--- src/rtl/sccb_pkg.sv ---
// Shared types and constants for the SCCB target: FSM states, default device
// address and the register-file reset image.
package sccb_pkg;

    localparam logic [7:0] DEV_ADDR_DEF = 8'h60;

    localparam logic [7:0] REG_PID  = 8'h0A;
    localparam logic [7:0] REG_VER  = 8'h0B;
    localparam logic [7:0] REG_COM7 = 8'h12;
    localparam logic [7:0] REG_TSLB = 8'h3A;

    typedef enum logic [3:0] {
        ST_IDLE,
        ST_ADDR,
        ST_A_ACK,
        ST_SUB,
        ST_S_ACK,
        ST_WDATA,
        ST_D_ACK,
        ST_RDATA,
        ST_R_NA,
        ST_WAIT_STOP
    } state_t;

    function automatic logic [7:0] reg_default(input logic [7:0] addr);
        case (addr)
            REG_PID:  return 8'h76;
            REG_VER:  return 8'h73;
            REG_COM7: return 8'h00;
            REG_TSLB: return 8'h0C;
            default:  return 8'h00;
        endcase
    endfunction

endpackage

--- src/rtl/sccb_if.sv ---
// Two-wire SCCB pad bundle as seen by the target; sda_oe pulls the pad low.
interface sccb_if;
    logic scl_in;
    logic sda_in;
    logic sda_oe;

    modport master (output scl_in, output sda_in, input  sda_oe);
    modport slave  (input  scl_in, input  sda_in, output sda_oe);
endinterface

--- src/rtl/sccb_regfile.sv ---
// 256x8 camera register file: one write port, bus and side combinational reads.
module sccb_regfile
    import sccb_pkg::*;
(
    input  logic       clk_25,
    input  logic       rst,
    input  logic       we_i,
    input  logic [7:0] waddr_i,
    input  logic [7:0] wdata_i,
    input  logic [7:0] raddr_i,
    output logic [7:0] rdata_o,
    input  logic [7:0] cfg_addr_i,
    output logic [7:0] cfg_data_o
);

    logic [7:0] mem_q [256];

    always_ff @(posedge clk_25 or negedge rst) begin
        if (!rst) begin
            for (int i = 0; i < 256; i++) begin
                mem_q[i] <= reg_default(8'(i));
            end
        end else if (we_i) begin
            mem_q[waddr_i] <= wdata_i;
        end
    end

    assign rdata_o    = mem_q[raddr_i];
    assign cfg_data_o = mem_q[cfg_addr_i];

endmodule

--- src/rtl/sccb_target.sv ---
// Oversampled SCCB target: pad synchronizers, START/STOP/edge detect, protocol
// FSM and byte shifter in front of the register file.
//  state     | meaning
//  IDLE      | bus free, waiting for START
//  ADDR      | shifting in the device address
//  A_ACK     | driving the address ACK
//  SUB       | shifting the sub-address into ptr
//  S_ACK     | driving the sub-address ACK
//  WDATA     | shifting in a write data byte
//  D_ACK     | driving the data ACK
//  RDATA     | driving read data bits
//  R_NA      | bus released, sampling master ACK/NA
//  WAIT_STOP | not addressed or read done; wait for STOP/START
module sccb_target
    import sccb_pkg::*;
#(
    parameter logic [7:0] DEV_ADDR    = DEV_ADDR_DEF,
    parameter int         SYNC_STAGES = 2
) (
    input  logic       clk_25,
    input  logic       rst,
    sccb_if.slave      bus,
    output logic       busy,
    output logic       wr_strobe,
    output logic [7:0] wr_addr,
    output logic [7:0] wr_data,
    output logic       addr_err,
    input  logic [7:0] cfg_addr,
    output logic [7:0] cfg_data
);

    localparam logic [7:0] RD_ADDR = DEV_ADDR | 8'h01;

    logic [SYNC_STAGES-1:0] scl_sync_q, sda_sync_q;
    logic                   scl_dly_q, sda_dly_q;
    logic                   scl_s, sda_s;
    logic                   scl_rise, scl_fall, start_ev, stop_ev;

    state_t     state_q, state_d;
    logic [3:0] bit_cnt_q, bit_cnt_d;
    logic [7:0] shift_q, shift_d;
    logic [7:0] ptr_q, ptr_d;
    logic       rd_dir_q, rd_dir_d;
    logic       sda_oe_q, sda_oe_d;
    logic       busy_q, busy_d;
    logic       wr_strobe_q, wr_strobe_d;
    logic [7:0] wr_addr_q, wr_addr_d;
    logic [7:0] wr_data_q, wr_data_d;
    logic       addr_err_q, addr_err_d;
    logic [7:0] byte_in, rd_addr, rd_data;

    always_ff @(posedge clk_25 or negedge rst) begin
        if (!rst) begin
            scl_sync_q <= '1;
            sda_sync_q <= '1;
            scl_dly_q  <= 1'b1;
            sda_dly_q  <= 1'b1;
        end else begin
            scl_sync_q[0] <= bus.scl_in;
            sda_sync_q[0] <= bus.sda_in;
            for (int i = 1; i < SYNC_STAGES; i++) begin
                scl_sync_q[i] <= scl_sync_q[i-1];
                sda_sync_q[i] <= sda_sync_q[i-1];
            end
            scl_dly_q <= scl_s;
            sda_dly_q <= sda_s;
        end
    end

    assign scl_s    = scl_sync_q[SYNC_STAGES-1];
    assign sda_s    = sda_sync_q[SYNC_STAGES-1];
    assign scl_rise = scl_s & ~scl_dly_q;
    assign scl_fall = ~scl_s & scl_dly_q;
    assign start_ev = scl_s & scl_dly_q & ~sda_s & sda_dly_q;
    assign stop_ev  = scl_s & scl_dly_q & sda_s & ~sda_dly_q;

    assign byte_in = {shift_q[6:0], sda_s};
    // R_NA preloads the following byte, so it looks one address ahead
    assign rd_addr = (state_q == ST_R_NA) ? ptr_q + 8'd1 : ptr_q;

    always_comb begin
        state_d     = state_q;
        bit_cnt_d   = bit_cnt_q;
        shift_d     = shift_q;
        ptr_d       = ptr_q;
        rd_dir_d    = rd_dir_q;
        sda_oe_d    = sda_oe_q;
        busy_d      = busy_q;
        wr_strobe_d = 1'b0;
        wr_addr_d   = wr_addr_q;
        wr_data_d   = wr_data_q;
        addr_err_d  = 1'b0;
        if (start_ev) begin
            state_d   = ST_ADDR;
            bit_cnt_d = '0;
            sda_oe_d  = 1'b0;
            busy_d    = 1'b1;
        end else if (stop_ev) begin
            state_d   = ST_IDLE;
            bit_cnt_d = '0;
            sda_oe_d  = 1'b0;
            busy_d    = 1'b0;
        end else begin
            if (scl_rise && state_q != ST_IDLE && state_q != ST_WAIT_STOP)
                bit_cnt_d = bit_cnt_q + 4'd1;
            case (state_q)
                ST_ADDR: if (scl_rise) begin
                    shift_d = byte_in;
                    if (bit_cnt_q == 4'd7) begin
                        if (byte_in == DEV_ADDR) begin
                            rd_dir_d = 1'b0;
                            state_d  = ST_A_ACK;
                        end else if (byte_in == RD_ADDR) begin
                            rd_dir_d = 1'b1;
                            state_d  = ST_A_ACK;
                        end else begin
                            addr_err_d = 1'b1;
                            state_d    = ST_WAIT_STOP;
                        end
                    end
                end
                ST_SUB: if (scl_rise) begin
                    shift_d = byte_in;
                    if (bit_cnt_q == 4'd7) begin
                        ptr_d   = byte_in;
                        state_d = ST_S_ACK;
                    end
                end
                ST_WDATA: if (scl_rise) begin
                    shift_d = byte_in;
                    if (bit_cnt_q == 4'd7) begin
                        wr_strobe_d = 1'b1;
                        wr_addr_d   = ptr_q;
                        wr_data_d   = byte_in;
                        ptr_d       = ptr_q + 8'd1;
                        state_d     = ST_D_ACK;
                    end
                end
                // count 8 = fall after the byte, count 9 = fall after the ACK bit
                ST_A_ACK, ST_S_ACK, ST_D_ACK: if (scl_fall) begin
                    if (bit_cnt_q == 4'd8) begin
                        sda_oe_d = 1'b1;
                    end else if (bit_cnt_q == 4'd9) begin
                        bit_cnt_d = '0;
                        sda_oe_d  = 1'b0;
                        if (state_q == ST_A_ACK && rd_dir_q) begin
                            shift_d  = rd_data;
                            sda_oe_d = ~rd_data[7];
                            state_d  = ST_RDATA;
                        end else if (state_q == ST_A_ACK) begin
                            state_d = ST_SUB;
                        end else begin
                            state_d = ST_WDATA;
                        end
                    end
                end
                ST_RDATA: if (scl_fall) begin
                    if (bit_cnt_q == 4'd0) begin
                        sda_oe_d = ~shift_q[7];
                    end else if (bit_cnt_q < 4'd8) begin
                        shift_d  = {shift_q[6:0], 1'b1};
                        sda_oe_d = ~shift_q[6];
                    end else begin
                        sda_oe_d = 1'b0;
                        state_d  = ST_R_NA;
                    end
                end
                ST_R_NA: if (scl_rise) begin
                    ptr_d = ptr_q + 8'd1;
                    if (sda_s) begin
                        state_d = ST_WAIT_STOP;
                    end else begin
                        shift_d   = rd_data;
                        bit_cnt_d = '0;
                        state_d   = ST_RDATA;
                    end
                end
                default: ;
            endcase
        end
    end

    always_ff @(posedge clk_25 or negedge rst) begin
        if (!rst) begin
            state_q     <= ST_IDLE;
            bit_cnt_q   <= '0;
            shift_q     <= '0;
            ptr_q       <= '0;
            rd_dir_q    <= 1'b0;
            sda_oe_q    <= 1'b0;
            busy_q      <= 1'b0;
            wr_strobe_q <= 1'b0;
            wr_addr_q   <= '0;
            wr_data_q   <= '0;
            addr_err_q  <= 1'b0;
        end else begin
            state_q     <= state_d;
            bit_cnt_q   <= bit_cnt_d;
            shift_q     <= shift_d;
            ptr_q       <= ptr_d;
            rd_dir_q    <= rd_dir_d;
            sda_oe_q    <= sda_oe_d;
            busy_q      <= busy_d;
            wr_strobe_q <= wr_strobe_d;
            wr_addr_q   <= wr_addr_d;
            wr_data_q   <= wr_data_d;
            addr_err_q  <= addr_err_d;
        end
    end

    sccb_regfile u_regfile (
        .clk_25     (clk_25),
        .rst        (rst),
        .we_i       (wr_strobe_d),
        .waddr_i    (ptr_q),
        .wdata_i    (byte_in),
        .raddr_i    (rd_addr),
        .rdata_o    (rd_data),
        .cfg_addr_i (cfg_addr),
        .cfg_data_o (cfg_data)
    );

    assign bus.sda_oe = sda_oe_q;
    assign busy       = busy_q;
    assign wr_strobe  = wr_strobe_q;
    assign wr_addr    = wr_addr_q;
    assign wr_data    = wr_data_q;
    assign addr_err   = addr_err_q;

endmodule

--- src/flat_wrapper.sv ---
// flat-port wrapper written by rule: the top's interface ports become plain ports
module sccb_target_flat import sccb_pkg::*;
#(
    parameter logic [7:0] DEV_ADDR    = DEV_ADDR_DEF,
    parameter int         SYNC_STAGES = 2
)
  (clk_25, rst, busy, wr_strobe, wr_addr, wr_data, addr_err, cfg_addr, cfg_data, bus_scl_in, bus_sda_in, bus_sda_oe);
  sccb_if bus_i ();
  input  logic clk_25;
  input  logic rst;
  output logic busy;
  output logic wr_strobe;
  output logic [7:0] wr_addr;
  output logic [7:0] wr_data;
  output logic addr_err;
  input  logic [7:0] cfg_addr;
  output logic [7:0] cfg_data;
  input wire logic [$bits(bus_i.scl_in)-1:0] bus_scl_in;
  input wire logic [$bits(bus_i.sda_in)-1:0] bus_sda_in;
  output wire logic [$bits(bus_i.sda_oe)-1:0] bus_sda_oe;
  assign bus_i.scl_in = bus_scl_in;
  assign bus_i.sda_in = bus_sda_in;
  assign bus_sda_oe = bus_i.sda_oe;
  sccb_target #(.DEV_ADDR(DEV_ADDR), .SYNC_STAGES(SYNC_STAGES)) u_core (.clk_25(clk_25), .rst(rst), .bus(bus_i), .busy(busy), .wr_strobe(wr_strobe), .wr_addr(wr_addr), .wr_data(wr_data), .addr_err(addr_err), .cfg_addr(cfg_addr), .cfg_data(cfg_data));
endmodule
--- config.mk ---
export PLATFORM = sky130hd
export DESIGN_NAME = sccb_target_flat
export DESIGN_NICKNAME = d
export VERILOG_FILES = /design/src/rtl/sccb_pkg.sv /design/src/rtl/sccb_if.sv /design/src/rtl/sccb_regfile.sv /design/src/rtl/sccb_target.sv /design/src/flat_wrapper.sv
export SDC_FILE = /design/constraint.sdc
export NUM_CORES = 2
export LEC_CHECK = 0
export CORE_MARGIN = 2
export CORE_UTILIZATION = 25
export DETAILED_ROUTE_END_ITERATION = 6
export PLACE_DENSITY = 0.5
export SLEW_MARGIN = 20
export SYNTH_ARGS = -nofsm -noshare
export SYNTH_HDL_FRONTEND = slang
export SYNTH_SLANG_ARGS = --single-unit
--- constraint.sdc ---
create_clock -name clk_25 -period 6 [get_ports clk_25]
set_input_delay 1.2 -clock clk_25 [delete_from_list [all_inputs] [get_ports clk_25]]
set_output_delay 1.2 -clock clk_25 [all_outputs]
set_load 0.01 [all_outputs]
==> metrics <==
GRT Overall Usage=between 10% and 20%; placement row count=247; aggregate global routing overflow=0; met3 wire length=32200 um; status=finished, violations left; Net Switching=between 15 and 20 mW; largest cells by area after synthesis=dfrtp_1 46%, mux4_2 22%, mux2_2 20%; Crit. Startpoint=cfg_addr[0]; VDD IR max=~0.36 mV; cell family with most CP delay=multiplexers; die width=a little under 700 um; gpl congestion=a little over 0.9; slowest stage cell, crit path=mux4_2; DR vias/cell=about 5.5; Die Y=roughly 680 um; DRC=5; cts bufs inserted=between 200 and 250; Yosys top cell area share=between 40% and 50%; Clock power frac=34.4%; Period minus WS final=5.99 ns; post-synthesis cell type count=78; relative slew slack=between 10% and 20%; first-pass GRT wire length=614000 um; Util after Layout=roughly 29%; Sw Share=about two fifths; # hold bufs at CTS=0; Synth Net Count=about 7700; Most common cell on crit path=mux4_2; cell with the most instances after synthesis=dfrtp_1; Worst-Skew Late Latency=roughly 0.96 ns; reg2reg start=u_core.state_q[0]; Multi-input gate area=58500 um^2; CP max stage delay=0.65 ns; initial core utilization=roughly 25%; internal power=~27 mW; pin count of the biggest net entering global routing=around 210; register area=52600 um^2; wl on met1=176000 um; CP Cell Sequence=buf_12 -> buf_16 -> buf_12 -> mux4_2 -> mux4_2 -> mux4_2 -> mux4_2 -> clkdlybuf4s50_1; DR pass1 iterations=7; Syn Area/Cell=approximately 15 um^2; Max Slew Vio Count=0; Sink Count=2099; sequential area share after synthesis=46.2%; Final period util=99.8%; uppermost layer routed=met5; Port Buf Inserts=39; core area=between 400000 and 500000 um^2; Top FF cell, synth=dfrtp_1; Worst Tran Pin Value=approximately 1.3 ns; H-Tree Depth=4; DRT Wirelength=between 400000 and 500000 um; Worst Path Max Fanout=15; dominant cell type by area after synthesis=dfrtp_1; ratio of cells with drive above 1 in the final layout=roughly 50%; routed wl met2=between 150000 and 200000 um; vias in the first global route=slightly below 80000; wire per inst=between 30 and 40 um; Hold WC Path Type=input port to asynchronous set/reset pin; Max-Cap Viols=0; Commonest cells post-synth=2081 x dfrtp_1, 2056 x mux2_2, 1129 x mux4_2; Root Buffer Master=clkbuf_16; fillcell total=45300; ANT nets after route=0; antenna violations before repair=38; Post-DP HPWL=about 290000 um; CP arrival=roughly 4.8 ns; setup violators final=0; Yosys Warn Count=0; Yosys reg bits=between 2000 and 2500; Post-synth EDFFs=0; cells after synthesis=roughly 7700; Power Dens Cells=approximately 340 nW/um^2; startpoint types=input port; Final #Nets=approximately 7700; leakage power=58.4 nW; fmax=approximately 0.17 GHz; combinational share of power=about a third; 1st-iter DRT viols=8401; num ports=40; Final Skew=around 0.073 ns; Synth Cell Area=about 110000 um^2; fraction of registers with async set/reset=100%; failing checks=DRC; vias=~76000; CP Buf/Inv Count=4; CP required=roughly 4.8 ns; TritonCTS clock tree=done; critical path capture point type=primary output; clk slew on worst S/H paths=roughly 0.060 ns; Reg power frac=33.9%; WS Path Type=input port to primary output; setup TNS=0 ns; hold violation total from the final report=0; DIE AREA=approximately 460000 um^2; CTS Buffer Depth=4; Area growth, synth to finish=15.2%
==> metal layers <==
layer	vias to the layer above	global-route usage, %
met5	-	0
met4	8	9.05
met3	798	3.57
met2	3713	28.6
met1	42000	24.3
li1	29900	-
==> logic make-up (layout without fill, tap and decap cells) <==
logic type | Yosys count | count (layout) | share of synthesized area (%)
other | 0 | 12 | 0
xor gates and xnor gates | 16 | 16 | 0.130
and+or+nand+nor | 1124 | 1124 | 4.27
AOI/OAI and AO/OA | 428 | 428 | 2.61
buffers and inverters | 715 | 838 | 2.56
DFF | 2099 | 2099 | 46.2
adders and majority gates | 7 | 7 | 0.0771
muxes | 3337 | 3337 | 44.1
==> final timing paths <==
path                                                endpoint  slack [ns]  depth (start not counted)
worst max-delay path                             cfg_data[0]        0.01                          8
worst min-delay path             u_core.u_regfile.mem_q[253]        0.22                          1
worst max register to register             u_core.shift_q[1]        0.62                         15
worst min register to register          u_core.scl_sync_q[1]        0.36                          0
max in group asynchronous       u_core.u_regfile.mem_q[1908]        4.03                          3
min in group clk_25                     u_core.scl_sync_q[1]        0.36                          0
==> power by group through the flow <==
| stage | Sequential, mW | Combinational [mW] | Clock (mW) |
|---|---|---|---|
| final | 14.9 | 13.9 | 15.1 |
| after global placement | 15.1 | 13.7 | 0 |
| after detailed placement | 15.1 | 13.8 | 0 |
| after floorplan | 14.5 | 7.99 | 0 |
| after CTS | 14.9 | 13.8 | 15.4 |
| after global routing | 14.9 | 14.4 | 15.9 |
==> metrics by stage <==
step	worst slack (ns)	total power [mW]	instances	hold slack, ns	area (um^2)
after floorplan	0.477	22.5	7726	0.345	114000
after global placement	-0.112	28.8	13400	0.351	123000
after detailed placement	-0.124	28.9	13400	0.349	123000
after CTS	0.000500	44.1	13800	0.149	131000
after global routing	-0.00421	45.3	13800	0.208	131000
final	0.0106	43.9	13800	0.222	131000
==> cell type report <==
cell class / count / share of cell area [%]
antenna: 12 / 0.0229
clock buffer: 324 / 5.06
clock inverter: 99 / 0.964
inverter: 12 / 0.0344
multi-input combinational: 4912 / 44.6
sequential: 2099 / 40.2
tap: 5976 / 5.71
timing repair buffer: 403 / 3.41
==> placed cells by master, fill, tap and decap left out, drive strengths merged, types with 67 or more instances in the layout <==
cell type	count
nor2	105
mux4	1130
clkbuf	325
nand2	696
nor3	73
dfrtp	2081
o22ai	67
mux2	2056
buf	369
mux2i	151
nand3	129
o21ai	67
==> flip-flops by register name, indices dropped and copies added (netlist names), 2 cells and up <==
name,cells
u_core.wr_addr,8
u_core.state_q,4
u_core.u_regfile.mem_q,2048
u_core.sda_sync_q,2
u_core.scl_sync_q,2
u_core.shift_q,8
u_core.wr_data,8
u_core.bit_cnt_q,4
u_core.ptr_q,8
==> what timing repair did <==
item / CTS / global route
cloned: 1 / 1
gates resized for setup: 11 / 2
hold endpoints to repair: 0 / 0
setup endpoints to repair: 7 / 3
buffers inserted: 9 / 2
pin swaps: 0 / 0
Note: power is estimated with default switching activity, not from simulation.
